$ cat src/rtl/onehot2bin_pipe.sv
// ============================================================================
// Module   : onehot2bin_pipe
// Brief    : Registered one-hot-to-binary decoder with malformed-word flag,
//            saturating error counter and a 2-entry valid/ready skid buffer.
// Revision : 1.0 - initial release
// ============================================================================
`default_nettype none

module onehot2bin_pipe #(
    parameter int W     = 4,
    parameter int CNT_W = 8
) (
    input  logic                 clk,
    input  logic                 rst,
    input  logic                 in_valid,
    input  logic [2**W-2:0]      in,
    output logic                 in_ready,
    output logic                 out_valid,
    output logic [W-1:0]         out,
    output logic                 out_err,
    input  logic                 out_ready,
    output logic [CNT_W-1:0]     err_count
);

    localparam int N = 2**W - 1;

    // State bits mirror {out_valid, skid_valid}.
    localparam logic [1:0] S_EMPTY = 2'b00;
    localparam logic [1:0] S_HALF  = 2'b10;
    localparam logic [1:0] S_FULL  = 2'b11;

    logic [1:0]       state_q, state_d;
    logic [W-1:0]     out_q, skid_q;
    logic             out_err_q, skid_err_q;
    logic [CNT_W-1:0] cnt_q;

    logic [W-1:0]     dec_idx;
    logic             dec_seen, dec_multi, dec_err;
    logic             accept, xfer;
    logic             load_main_in, load_main_skid, load_skid;

    // Lowest set index wins; an empty word decodes to all ones.
    always_comb begin
        dec_idx   = {W{1'b1}};
        dec_seen  = 1'b0;
        dec_multi = 1'b0;
        for (int k = N - 1; k >= 0; k--) begin
            if (in[k]) begin
                dec_idx = k[W-1:0];
            end
        end
        for (int k = 0; k < N; k++) begin
            if (in[k]) begin
                if (dec_seen) begin
                    dec_multi = 1'b1;
                end
                dec_seen = 1'b1;
            end
        end
        dec_err = ~dec_seen | dec_multi;
    end

    assign in_ready  = rst & (state_q != S_FULL);
    assign out_valid = state_q[1];
    assign accept    = in_valid & in_ready;
    assign xfer      = out_valid & out_ready;

    always_ff @(posedge clk) begin
        if (!rst) begin
            state_q <= S_EMPTY;
        end else begin
            state_q <= state_d;
        end
    end

    always_comb begin
        state_d = state_q;
        case (state_q)
            S_EMPTY: if (accept) state_d = S_HALF;
            S_HALF: begin
                if (accept && !xfer) begin
                    state_d = S_FULL;
                end else if (!accept && xfer) begin
                    state_d = S_EMPTY;
                end
            end
            S_FULL:  if (xfer) state_d = S_HALF;
            default: state_d = S_EMPTY;
        endcase
    end

    always_comb begin
        load_main_in   = 1'b0;
        load_main_skid = 1'b0;
        load_skid      = 1'b0;
        case (state_q)
            S_EMPTY: load_main_in = accept;
            S_HALF: begin
                load_main_in = accept & xfer;
                load_skid    = accept & ~xfer;
            end
            S_FULL:  load_main_skid = xfer;
            default: ;
        endcase
    end

    always_ff @(posedge clk) begin
        if (!rst) begin
            out_q      <= '0;
            out_err_q  <= 1'b0;
            skid_q     <= '0;
            skid_err_q <= 1'b0;
        end else begin
            if (load_main_in) begin
                out_q     <= dec_idx;
                out_err_q <= dec_err;
            end else if (load_main_skid) begin
                out_q     <= skid_q;
                out_err_q <= skid_err_q;
            end
            if (load_skid) begin
                skid_q     <= dec_idx;
                skid_err_q <= dec_err;
            end
        end
    end

    always_ff @(posedge clk) begin
        if (!rst) begin
            cnt_q <= '0;
        end else if (accept && dec_err && (cnt_q != {CNT_W{1'b1}})) begin
            cnt_q <= cnt_q + 1'b1;
        end
    end

    assign out       = out_q;
    assign out_err   = out_err_q;
    assign err_count = cnt_q;

endmodule

`default_nettype wire

$ cat config.mk
export PLATFORM = sky130hd
export DESIGN_NAME = onehot2bin_pipe
export DESIGN_NICKNAME = d
export VERILOG_FILES = /design/src/rtl/onehot2bin_pipe.sv
export SDC_FILE = /design/constraint.sdc
export NUM_CORES = 1
export LEC_CHECK = 0
export ABC_AREA = 0
export CELL_PAD_IN_SITES_DETAIL_PLACEMENT = 0
export CELL_PAD_IN_SITES_GLOBAL_PLACEMENT = 1
export CORE_MARGIN = 10
export CORE_UTILIZATION = 32
export DETAILED_ROUTE_END_ITERATION = 16
export GPL_ROUTABILITY_DRIVEN = 0
export PLACE_DENSITY_LB_ADDON = 0.08
export SYNTH_ARGS = -nofsm -noshare
export SYNTH_HDL_FRONTEND = slang
export SYNTH_SLANG_ARGS = --single-unit
$ cat constraint.sdc
create_clock -name clk -period 2.8 [get_ports clk]
set_input_delay 0.84 -clock clk [delete_from_list [all_inputs] [get_ports clk]]
set_output_delay 0.84 -clock clk [all_outputs]
set_load 0.01 [all_outputs]
==> tab_implementation.tex, run 1 <==
\begin{tabular}{lr}
\hline
Metric & Value \\
\hline
\multicolumn{2}{l}{\textbf{Logic synthesis}} \\
Netlist cell types & 41 \\
Multiplexer area fraction after synthesis & under 10\% \\
Parity-gate share of the synthesized area counting xor and xnor cells & 0\% \\
Share of synthesized cell area in and, or, nand and nor gates & roughly a fifth \\
Cell taking the most area after synthesis & sky130\_fd\_sc\_hd\_\_dfxtp\_1 \\
Synth Cell Area & between 1000 and 1500 sq um \\
Most frequently used cell type in the post-synthesis netlist & sky130\_fd\_sc\_hd\_\_dfxtp\_1 \\
Combinational family with the most area after synthesis & compound AO/OA/AOI/OAI gates \\
Flip-flop and latch count after synthesis & 20 \\
Synthesized netlist cell count & around 150 \\
Synthesis Warnings & 0 \\
Largest cells by area after synthesis & sky130\_fd\_sc\_hd\_\_dfxtp\_1 31\%, sky130\_fd\_sc\_hd\_\_mux2i\_1 7.6\%, sky130\_fd\_sc\_hd\_\_ha\_1 6.7\% \\
Share of the synthesized area in the top cell type & between 30 and 40\% \\
Complex-gate fraction of the synthesized area & 26.6\% \\
Post-synth top cells & 20 x sky130\_fd\_sc\_hd\_\_dfxtp\_1, 16 x sky130\_fd\_sc\_hd\_\_nor2\_1, 12 x sky130\_fd\_sc\_hd\_\_nand2\_1 \\
Post-Synth Adder-Cell Area & slightly above 8\% \\
Fraction of registers with async set/reset & 0\% \\
Post-synthesis net count & $\sim$180 \\
Post-synthesis area per instance & 8.63 sq um \\
Dominant register cell in the synthesized netlist & sky130\_fd\_sc\_hd\_\_dfxtp\_1 \\
Proportion of synthesized chip area in sequential cells & 30.5\% \\
Post-synth EDFFs & 0 \\
\multicolumn{2}{l}{\textbf{Layout}} \\
Final cell count without fillers & 268 \\
Share of layout cells above drive strength 1 & between 20\% and 30\% \\
Antenna diode count & 0 \\
Post-route cell area & $\sim$2100 sq um \\
Area added between synthesis and finish & 60.0\% \\
Nets & approximately 250 \\
\multicolumn{2}{l}{\textbf{Detailed routing}} \\
Vias & approximately 1400 \\
Number of vias per cell after detailed routing & about 5.4 \\
Total detailed-routing wirelength & between 4 and 5 mm \\
Antenna Violating Nets Remaining & 0 \\
Post-detailed-route DRC marker count & 0 \\
Mean routed wirelength per cell & approximately 16 um \\
Number of violations reported at the end of detailed-routing iteration 0 & 84 \\
Pre-Repair DR Iteration Count & 4 \\
\multicolumn{2}{l}{\textbf{Pwr}} \\
Leakage power of the design & 0.880 nW \\
Proportion of power drawn by the clock network & between 20\% and 30\% \\
Total power & just under 0.0008 W \\
Switching fraction of total power & just under 30\% \\
Total internal power & $\sim$0.00055 W \\
Switching power & $\sim$0.00022 W \\
Proportion of power drawn by flip-flops and latches & about two fifths \\
Cell Pwr Density & between 300 and 400 nW/um\^{}2 \\
Combinational share of power & between 20\% and 30\% \\
Maximum vdd ir drop & about 0.00028 V \\
\multicolumn{2}{l}{\textbf{Floorplanning}} \\
Die height & approximately 84 um \\
Number of rows created at floorplan & 23 \\
Initial Utilization & about a third \\
Die Span X & 84.0 um \\
Floorplan die area & just over 7000 sq um \\
Floorplan Core Area & a little under 4000 sq um \\
Top-level I/O count & 34 \\
\multicolumn{2}{l}{\textbf{Clock tree}} \\
Maximum buffer depth of the clock tree & 2 \\
Number of H-tree levels & 1 \\
Number of clock sinks & 20 \\
Clock transition at the registers of the reported paths & $\sim$80 ps \\
Number of buffers added by the clock tree synthesis step & 3 \\
TritonCTS clock tree & built \\
Hold-fix buffers, CTS & 0 \\
Clock root cell & sky130\_fd\_sc\_hd\_\_clkbuf\_8 \\
Later-pin clock latency in the skew report & $\sim$260 ps \\
\multicolumn{2}{l}{\textbf{STA}} \\
Worst relative slew slack & between 60\% and 70\% \\
Portion of the clock cycle consumed by the worst path in the final layout & between 90\% and 100\% \\
Clock tree skew after final layout & between 7 and 8 ps \\
Final-report max-slew violation count & 0 \\
Setup\_tns & 0 ps \\
Final setup violation count & 0 \\
Peak clock frequency supported by timing & between 300 and 400 MHz \\
Minimum clock period & around 2700 ps \\
Count of endpoints failing hold in the final timing report & 0 \\
Transition at the pin with the smallest max-transition slack & 497 ps \\
\multicolumn{2}{l}{\textbf{Critical path}} \\
Critical path data required time & just under 3000 ps \\
Largest fanout on the critical path & 7 \\
Kind of critical path & primary input to flip-flop \\
Kind of launch point of the worst setup path & primary input \\
Type of destination of the critical path & flip-flop \\
Arrival time at the worst endpoint & 2900 ps \\
\multicolumn{2}{l}{\textbf{Global route}} \\
Global routing usage summed across all routing layers & approximately an eighth \\
Pin count of the biggest net entering global routing & 14 \\
Grt total ovfl & 0 \\
Global-route wire length before repair & approximately 7 mm \\
Antenna violations before repair & 0 \\
Vias in the first global route & 1484 \\
\multicolumn{2}{l}{\textbf{Outcome}} \\
Result of the run & finished, final reports clean \\
\multicolumn{2}{l}{\textbf{Placement}} \\
\# placed instances & 258 \\
Number of buffers inserted by port buffering & 33 \\
Area after DPL & 1880 sq um \\
Half-perimeter wire length after placement & between 3 and 4 mm \\
\multicolumn{2}{l}{\textbf{Min path}} \\
Hold/Removal Path Class & flip-flop to flip-flop \\
\multicolumn{2}{l}{\textbf{Run}} \\
Max-Cap Viols & 0 \\
\hline
\end{tabular}
## cells by family after synthesis
kind of cell    Yosys count
buf+inv                  13
mux                      11
compound gates           45
simple gates             54
fa+ha+maj                 9
flops                    20
## placed cells by master (no fill, tap or decap), types with 4 or more instances in the layout
cell type	Yosys	layout
sky130_fd_sc_hd__a21oi_1	8	7
sky130_fd_sc_hd__a211oi_1	6	6
sky130_fd_sc_hd__o31ai_1	5	5
sky130_fd_sc_hd__or4_4	1	4
sky130_fd_sc_hd__buf_4	0	30
sky130_fd_sc_hd__mux2i_1	10	9
sky130_fd_sc_hd__clkdlybuf4s50_1	0	20
sky130_fd_sc_hd__ha_1	7	7
sky130_fd_sc_hd__nand2_1	12	11
sky130_fd_sc_hd__dlygate4sd2_1	0	8
sky130_fd_sc_hd__nor2_1	16	16
sky130_fd_sc_hd__dfxtp_1	20	20
sky130_fd_sc_hd__nor2b_1	4	4
sky130_fd_sc_hd__inv_1	8	8
sky130_fd_sc_hd__nor3_1	4	4
sky130_fd_sc_hd__clkbuf_8	0	4
## sequential cells by signal, summed over array words and instances, names as in the netlist
signal,count
state_q,2
err_count,8
out_err,1
skid_q,4
skid_err_q,1
out,4
## path summary, 6_finish.rpt
path,depth (start not counted),slack (ps),startpoint,endpoint
worst max-delay path,8,80,in[3],err_count[3]
worst min-delay path,2,460,skid_q[3],skid_q[3]
worst max register to register,9,740,state_q[1],out[0]
worst min register to register,2,460,skid_q[3],skid_q[3]
## metal layers
metal  vias up  track usage, %  share of wire, %
met3         6            3.42               5.9
met1       672            12.8                42
met5         -               0                 0
met4         0            3.96               1.5
li1        721               -                 -
met2        41            21.3                51
## per-stage QoR
step	worst slack (ps)	hold slack [ps]	utilization, %
global placement	-461	447	47.4
finish	76.9	462	52.9
floorplan	20.4	436	-
detailed placement	-510	453	47.4
global route	-5.16	508	52.9
CTS	17.0	466	51.1
## cell type report
class	count	area, sq um
clock buffers	4	55.1
flip-flops and latches	20	400
multi-input cells	120	967
inverters	8	30.0
well taps	50	62.6
repair buffers	66	584
fillers	360	1870
## power groups by stage
stage / clock network, W / registers [W] / logic (W)
floorplan: 0 / 0.000328 / 0.0000993
global placement: 0 / 0.000322 / 0.000221
detailed placement: 0 / 0.000323 / 0.000224
CTS: 0.000230 / 0.000316 / 0.000228
global route: 0.000245 / 0.000320 / 0.000256
finish: 0.000225 / 0.000316 / 0.000231
## repair_timing
item,4_1_cts,5_1_grt
gates cloned,1,0
endpoints found under the setup margin,11,7
buffers inserted,3,2
resized for setup,26,13
pin swaps,11,5
## critical path, stage by stage
cell,delay (ps)
sky130_fd_sc_hd__clkdlybuf4s15_1,200
sky130_fd_sc_hd__or4_4,560
sky130_fd_sc_hd__nor3_4,310
sky130_fd_sc_hd__nand3_4,150
sky130_fd_sc_hd__a221oi_4,500
sky130_fd_sc_hd__buf_6,180
sky130_fd_sc_hd__o211ai_1,90
sky130_fd_sc_hd__o31ai_1,70
Note: power is estimated with default switching activity, not from simulation.
==> inputs of run 2 (changes only) <==
--- a/config.mk
+++ b/config.mk
@@ -8,11 +8,11 @@
 export ABC_AREA = 0
 export CELL_PAD_IN_SITES_DETAIL_PLACEMENT = 0
 export CELL_PAD_IN_SITES_GLOBAL_PLACEMENT = 1
-export CORE_MARGIN = 10
+export CORE_MARGIN = 3
 export CORE_UTILIZATION = 32
 export DETAILED_ROUTE_END_ITERATION = 16
 export GPL_ROUTABILITY_DRIVEN = 0
-export PLACE_DENSITY_LB_ADDON = 0.08
+export PLACE_DENSITY = 0.76
 export SYNTH_ARGS = -nofsm -noshare
 export SYNTH_HDL_FRONTEND = slang
 export SYNTH_SLANG_ARGS = --single-unit
==> tab_implementation.tex, run 2 (synthesized netlist as in run 1, its figures left out) <==
\begin{tabular}{lr}
\hline
Metric & Value \\
\hline
\multicolumn{2}{l}{\textbf{Outcome}} \\
Result of the run & finished, final reports clean \\
\multicolumn{2}{l}{\textbf{STA}} \\
Peak clock frequency supported by timing & 369 MHz (+0.45\%) \\
Portion of the clock cycle consumed by the worst path in the final layout & 96.8\% (-0.44 points) \\
Final setup slack of the worst path & 89.2 ps (+12.3 ps) \\
Final-report max-slew violation count & 0 (unchanged) \\
Setup\_tns & 0 ps (unchanged) \\
Worst relative slew slack & 60.1\% (-6.8 points) \\
Count of endpoints failing hold in the final timing report & 0 (unchanged) \\
Final setup violation count & 0 (unchanged) \\
Minimum clock period & 2710 ps (-12.3 ps) \\
Transition at the pin with the smallest max-transition slack & 595 ps (+98.2 ps) \\
RSZ-0062 raised after global routing & false \\
Clock tree skew after final layout & 2.79 ps (-5.19 ps) \\
Hold slack final & 457 ps (-5.02 ps) \\
\multicolumn{2}{l}{\textbf{Detailed routing}} \\
Mean routed wirelength per cell & 14.7 um (-6.9\%) \\
Vias & 1475 (+2.4\%) \\
Post-detailed-route DRC marker count & 0 (unchanged) \\
Number of violations reported at the end of detailed-routing iteration 0 & 59 (-30\%) \\
Pre-Repair DR Iteration Count & 4 (unchanged) \\
Total detailed-routing wirelength & 3.95 mm (-6.9\%) \\
Number of vias per cell after detailed routing & 5.50 (+2.4\%) \\
Antenna Violating Nets Remaining & 0 (unchanged) \\
\multicolumn{2}{l}{\textbf{Floorplanning}} \\
Top-level I/O count & 34 (unchanged) \\
Floorplan die area & 4910 sq um (-31\%) \\
Floorplan Core Area & 3800 sq um (-4.3\%) \\
Initial Utilization & 34.6\% (+1.5 points) \\
Die height & 70.0 um (-17\%) \\
Die Span X & 70.0 um (-17\%) \\
Number of rows created at floorplan & 22 (-4.3\%) \\
\multicolumn{2}{l}{\textbf{Global route}} \\
Vias in the first global route & 1426 (-3.9\%) \\
Grt total ovfl & 0 (unchanged) \\
Antenna violations before repair & 0 (unchanged) \\
Global routing usage summed across all routing layers & 15.8\% (+4.0 points) \\
Global-route wire length before repair & 6.58 mm (-7.7\%) \\
Pin count of the biggest net entering global routing & 14 (unchanged) \\
\multicolumn{2}{l}{\textbf{Placement}} \\
Half-perimeter wire length after placement & 2.74 mm (-11\%) \\
Number of buffers inserted by port buffering & 33 (unchanged) \\
Dpl ws & -569 ps (-58.8 ps) \\
\# placed instances & 254 (-1.6\%) \\
\multicolumn{2}{l}{\textbf{Layout}} \\
Leading cell type in the layout, fill and taps excluded & sky130\_fd\_sc\_hd\_\_buf\_4 \\
Nets & 247 (+0.82\%) \\
Area added between synthesis and finish & 56.0\% \\
Commonest non-fill, non-tap cells in the layout & 32 x sky130\_fd\_sc\_hd\_\_buf\_4, 20 x sky130\_fd\_sc\_hd\_\_dfxtp\_1, 20 x sky130\_fd\_sc\_hd\_\_clkdlybuf4s50\_1 \\
Final cell count without fillers & 268 (unchanged) \\
Antenna diode count & 0 (unchanged) \\
Share of layout cells above drive strength 1 & 25.9\% (-0.70 points) \\
Max FFs per register & 8 (unchanged) \\
\multicolumn{2}{l}{\textbf{Pwr}} \\
Switching power & 0.000218 W (-2.9\%) \\
Total internal power & 0.000545 W (-0.32\%) \\
Proportion of power drawn by flip-flops and latches & 41.6\% (+0.6 points) \\
Leakage power of the design & 0.859 nW (-2.5\%) \\
Switching fraction of total power & 28.6\% (-0.55 points) \\
Cell Pwr Density & 373 nW/um\^{}2 (+1.5\%) \\
Maximum vdd ir drop & 0.000270 V (-4.8\%) \\
Combinational share of power & 30.1\% (+0.2 points) \\
Proportion of power drawn by the clock network & 28.4\% (-0.7 points) \\
\multicolumn{2}{l}{\textbf{Critical path}} \\
Worst setup path startpoint & in[7] \\
Combined buffer and inverter count along the critical path & 4 (+2) \\
FF-to-FF path depth & 9 (unchanged) \\
Kind of critical path & primary input to flip-flop \\
Critical path data required time & 2980 ps (about the same) \\
CP delay by family, top & simple AND/OR/NAND/NOR gates \\
Crit-path cells & clkdlybuf4s15\_1 -> or4\_4 -> nor3\_4 -> mux2i\_4 -> buf\_6 -> a221oi\_4 -> buf\_4 -> buf\_4 -> o31ai\_2 \\
Type of destination of the critical path & flip-flop \\
Critical R2R Launch & state\_q[1] \\
Arrival time at the worst endpoint & 2890 ps (about the same) \\
Register-to-register setup slack & 690 ps (-50 ps) \\
Delay of the slowest critical-path stage & 570 ps (about the same) \\
Largest fanout on the critical path & 5 (-2) \\
Kind of launch point of the worst setup path & primary input \\
End of the worst register-to-register path & out[0] \\
Most frequent cell on the critical path & sky130\_fd\_sc\_hd\_\_buf\_4 \\
Standard cell with the maximum stage delay on the critical path & sky130\_fd\_sc\_hd\_\_or4\_4 \\
\multicolumn{2}{l}{\textbf{Min path}} \\
Hold wc startpoint & skid\_q[3] \\
Number of cells on the worst hold path & 2 (unchanged) \\
Hold/Removal Path Class & flip-flop to flip-flop \\
Worst min-delay path endpoint & skid\_q[3] \\
\multicolumn{2}{l}{\textbf{Clock tree}} \\
Later-pin clock latency in the skew report & 250 ps (about the same) \\
Clock transition at the registers of the reported paths & 70 ps (about the same) \\
Number of buffers added by the clock tree synthesis step & 3 (unchanged) \\
Number of H-tree levels & 1 (unchanged) \\
TritonCTS clock tree & built \\
Clock root cell & sky130\_fd\_sc\_hd\_\_clkbuf\_8 \\
Number of clock sinks & 20 (unchanged) \\
Maximum buffer depth of the clock tree & 2 (unchanged) \\
\multicolumn{2}{l}{\textbf{Run}} \\
Max-Cap Viols & 0 (unchanged) \\
\hline
\end{tabular}
-- run 2: cell count changes in the layout (fill, tap and decap cells not counted), sizes merged --
| cell | change |
|---|---|
| clkbuf | +4 |
| dlygate4sd2 | -3 |
| a221oi | +1 |
| buf | +1 |
| dlymetal6s2s | -1 |
-- run 2: power groups by stage --
stage / sequential [W] / combinational (W) / clock (W)
final: 0.000317 / 0.000229 / 0.000216
after CTS: 0.000318 / 0.000228 / 0.000224
after floorplan: 0.000328 / 0.0000993 / 0
after global routing: 0.000320 / 0.000249 / 0.000240
after detailed placement: 0.000324 / 0.000223 / 0
after global placement: 0.000323 / 0.000216 / 0
-- run 2: metrics by stage --
step / utilization (%) / power [W] / instance area, sq um
6_report: 53.9 / 0.000763 / 2050
2_1_floorplan: - / 0.000427 / 1310
4_1_cts: 53.6 / 0.000769 / 2030
5_1_grt: 53.9 / 0.000810 / 2050
3_5_place_dp: 49.1 / 0.000547 / 1860
3_3_place_gp: 49.1 / 0.000540 / 1860
-- run 2: per-layer routing --
| layer | part of all wire [%] | GRT usage (%) | up-vias |
|---|---|---|---|
| li1 | - | - | 728 |
| met1 | 47 | 20.3 | 708 |
| met2 | 48 | 26.7 | 37 |
| met3 | 4.9 | 4.46 | 2 |
| met4 | 0.33 | 2.55 | 0 |
| met5 | 0 | 0 | - |
-- run 2: area by class of cell --
class / count / area, sq um
sequential: 20 / 400
multi-input combinational: 121 / 932
inverter: 8 / 30.0
clock buffer: 4 / 55.1
tap: 48 / 60.1
fill: 361 / 1750
timing repair buffer: 67 / 569
-- run 2: what timing repair did --
item                       CTS  global route
hold buffers                 0             0
gates resized for setup     21            15
setup endpoints to repair   11            10
cloned                       2             0
buffers inserted             7             1
pin swaps                   10             6
hold endpoints to repair     0             0
-- run 2: worst register-to-register path, cell delays in order, from the launching register on --
cell and delay, ps:
sky130_fd_sc_hd__dfxtp_1 430, sky130_fd_sc_hd__ha_1 230, sky130_fd_sc_hd__nor2b_1 70, sky130_fd_sc_hd__nand2_1 80, sky130_fd_sc_hd__inv_1 90, sky130_fd_sc_hd__ha_1 220
sky130_fd_sc_hd__a22oi_1 190, sky130_fd_sc_hd__buf_4 210, sky130_fd_sc_hd__a2111oi_0 80, sky130_fd_sc_hd__a2111oi_0 390
-- run 2: worst max-delay path by stage --
| stage | endpoint | slack (ps) | depth (start not counted) |
|---|---|---|---|
| floorplan | err_count[6] | 20 | 7 |
| global placement | err_count[6] | -490 | 7 |
| detailed placement | err_count[6] | -570 | 7 |
| CTS | err_count[6] | 40 | 7 |
| global route | err_count[2] | 7 | 9 |
| finish | err_count[3] | 90 | 9 |
==> inputs of run 3 (changes only) <==
--- a/config.mk
+++ b/config.mk
@@ -6,6 +6,7 @@
 export NUM_CORES = 1
 export LEC_CHECK = 0
 export ABC_AREA = 0
+export CAP_MARGIN = 15
 export CELL_PAD_IN_SITES_DETAIL_PLACEMENT = 0
 export CELL_PAD_IN_SITES_GLOBAL_PLACEMENT = 1
 export CORE_MARGIN = 3
==> results of run 3 <==
Same layout as run 2: the final DEF is identical, and so are final timing and power.
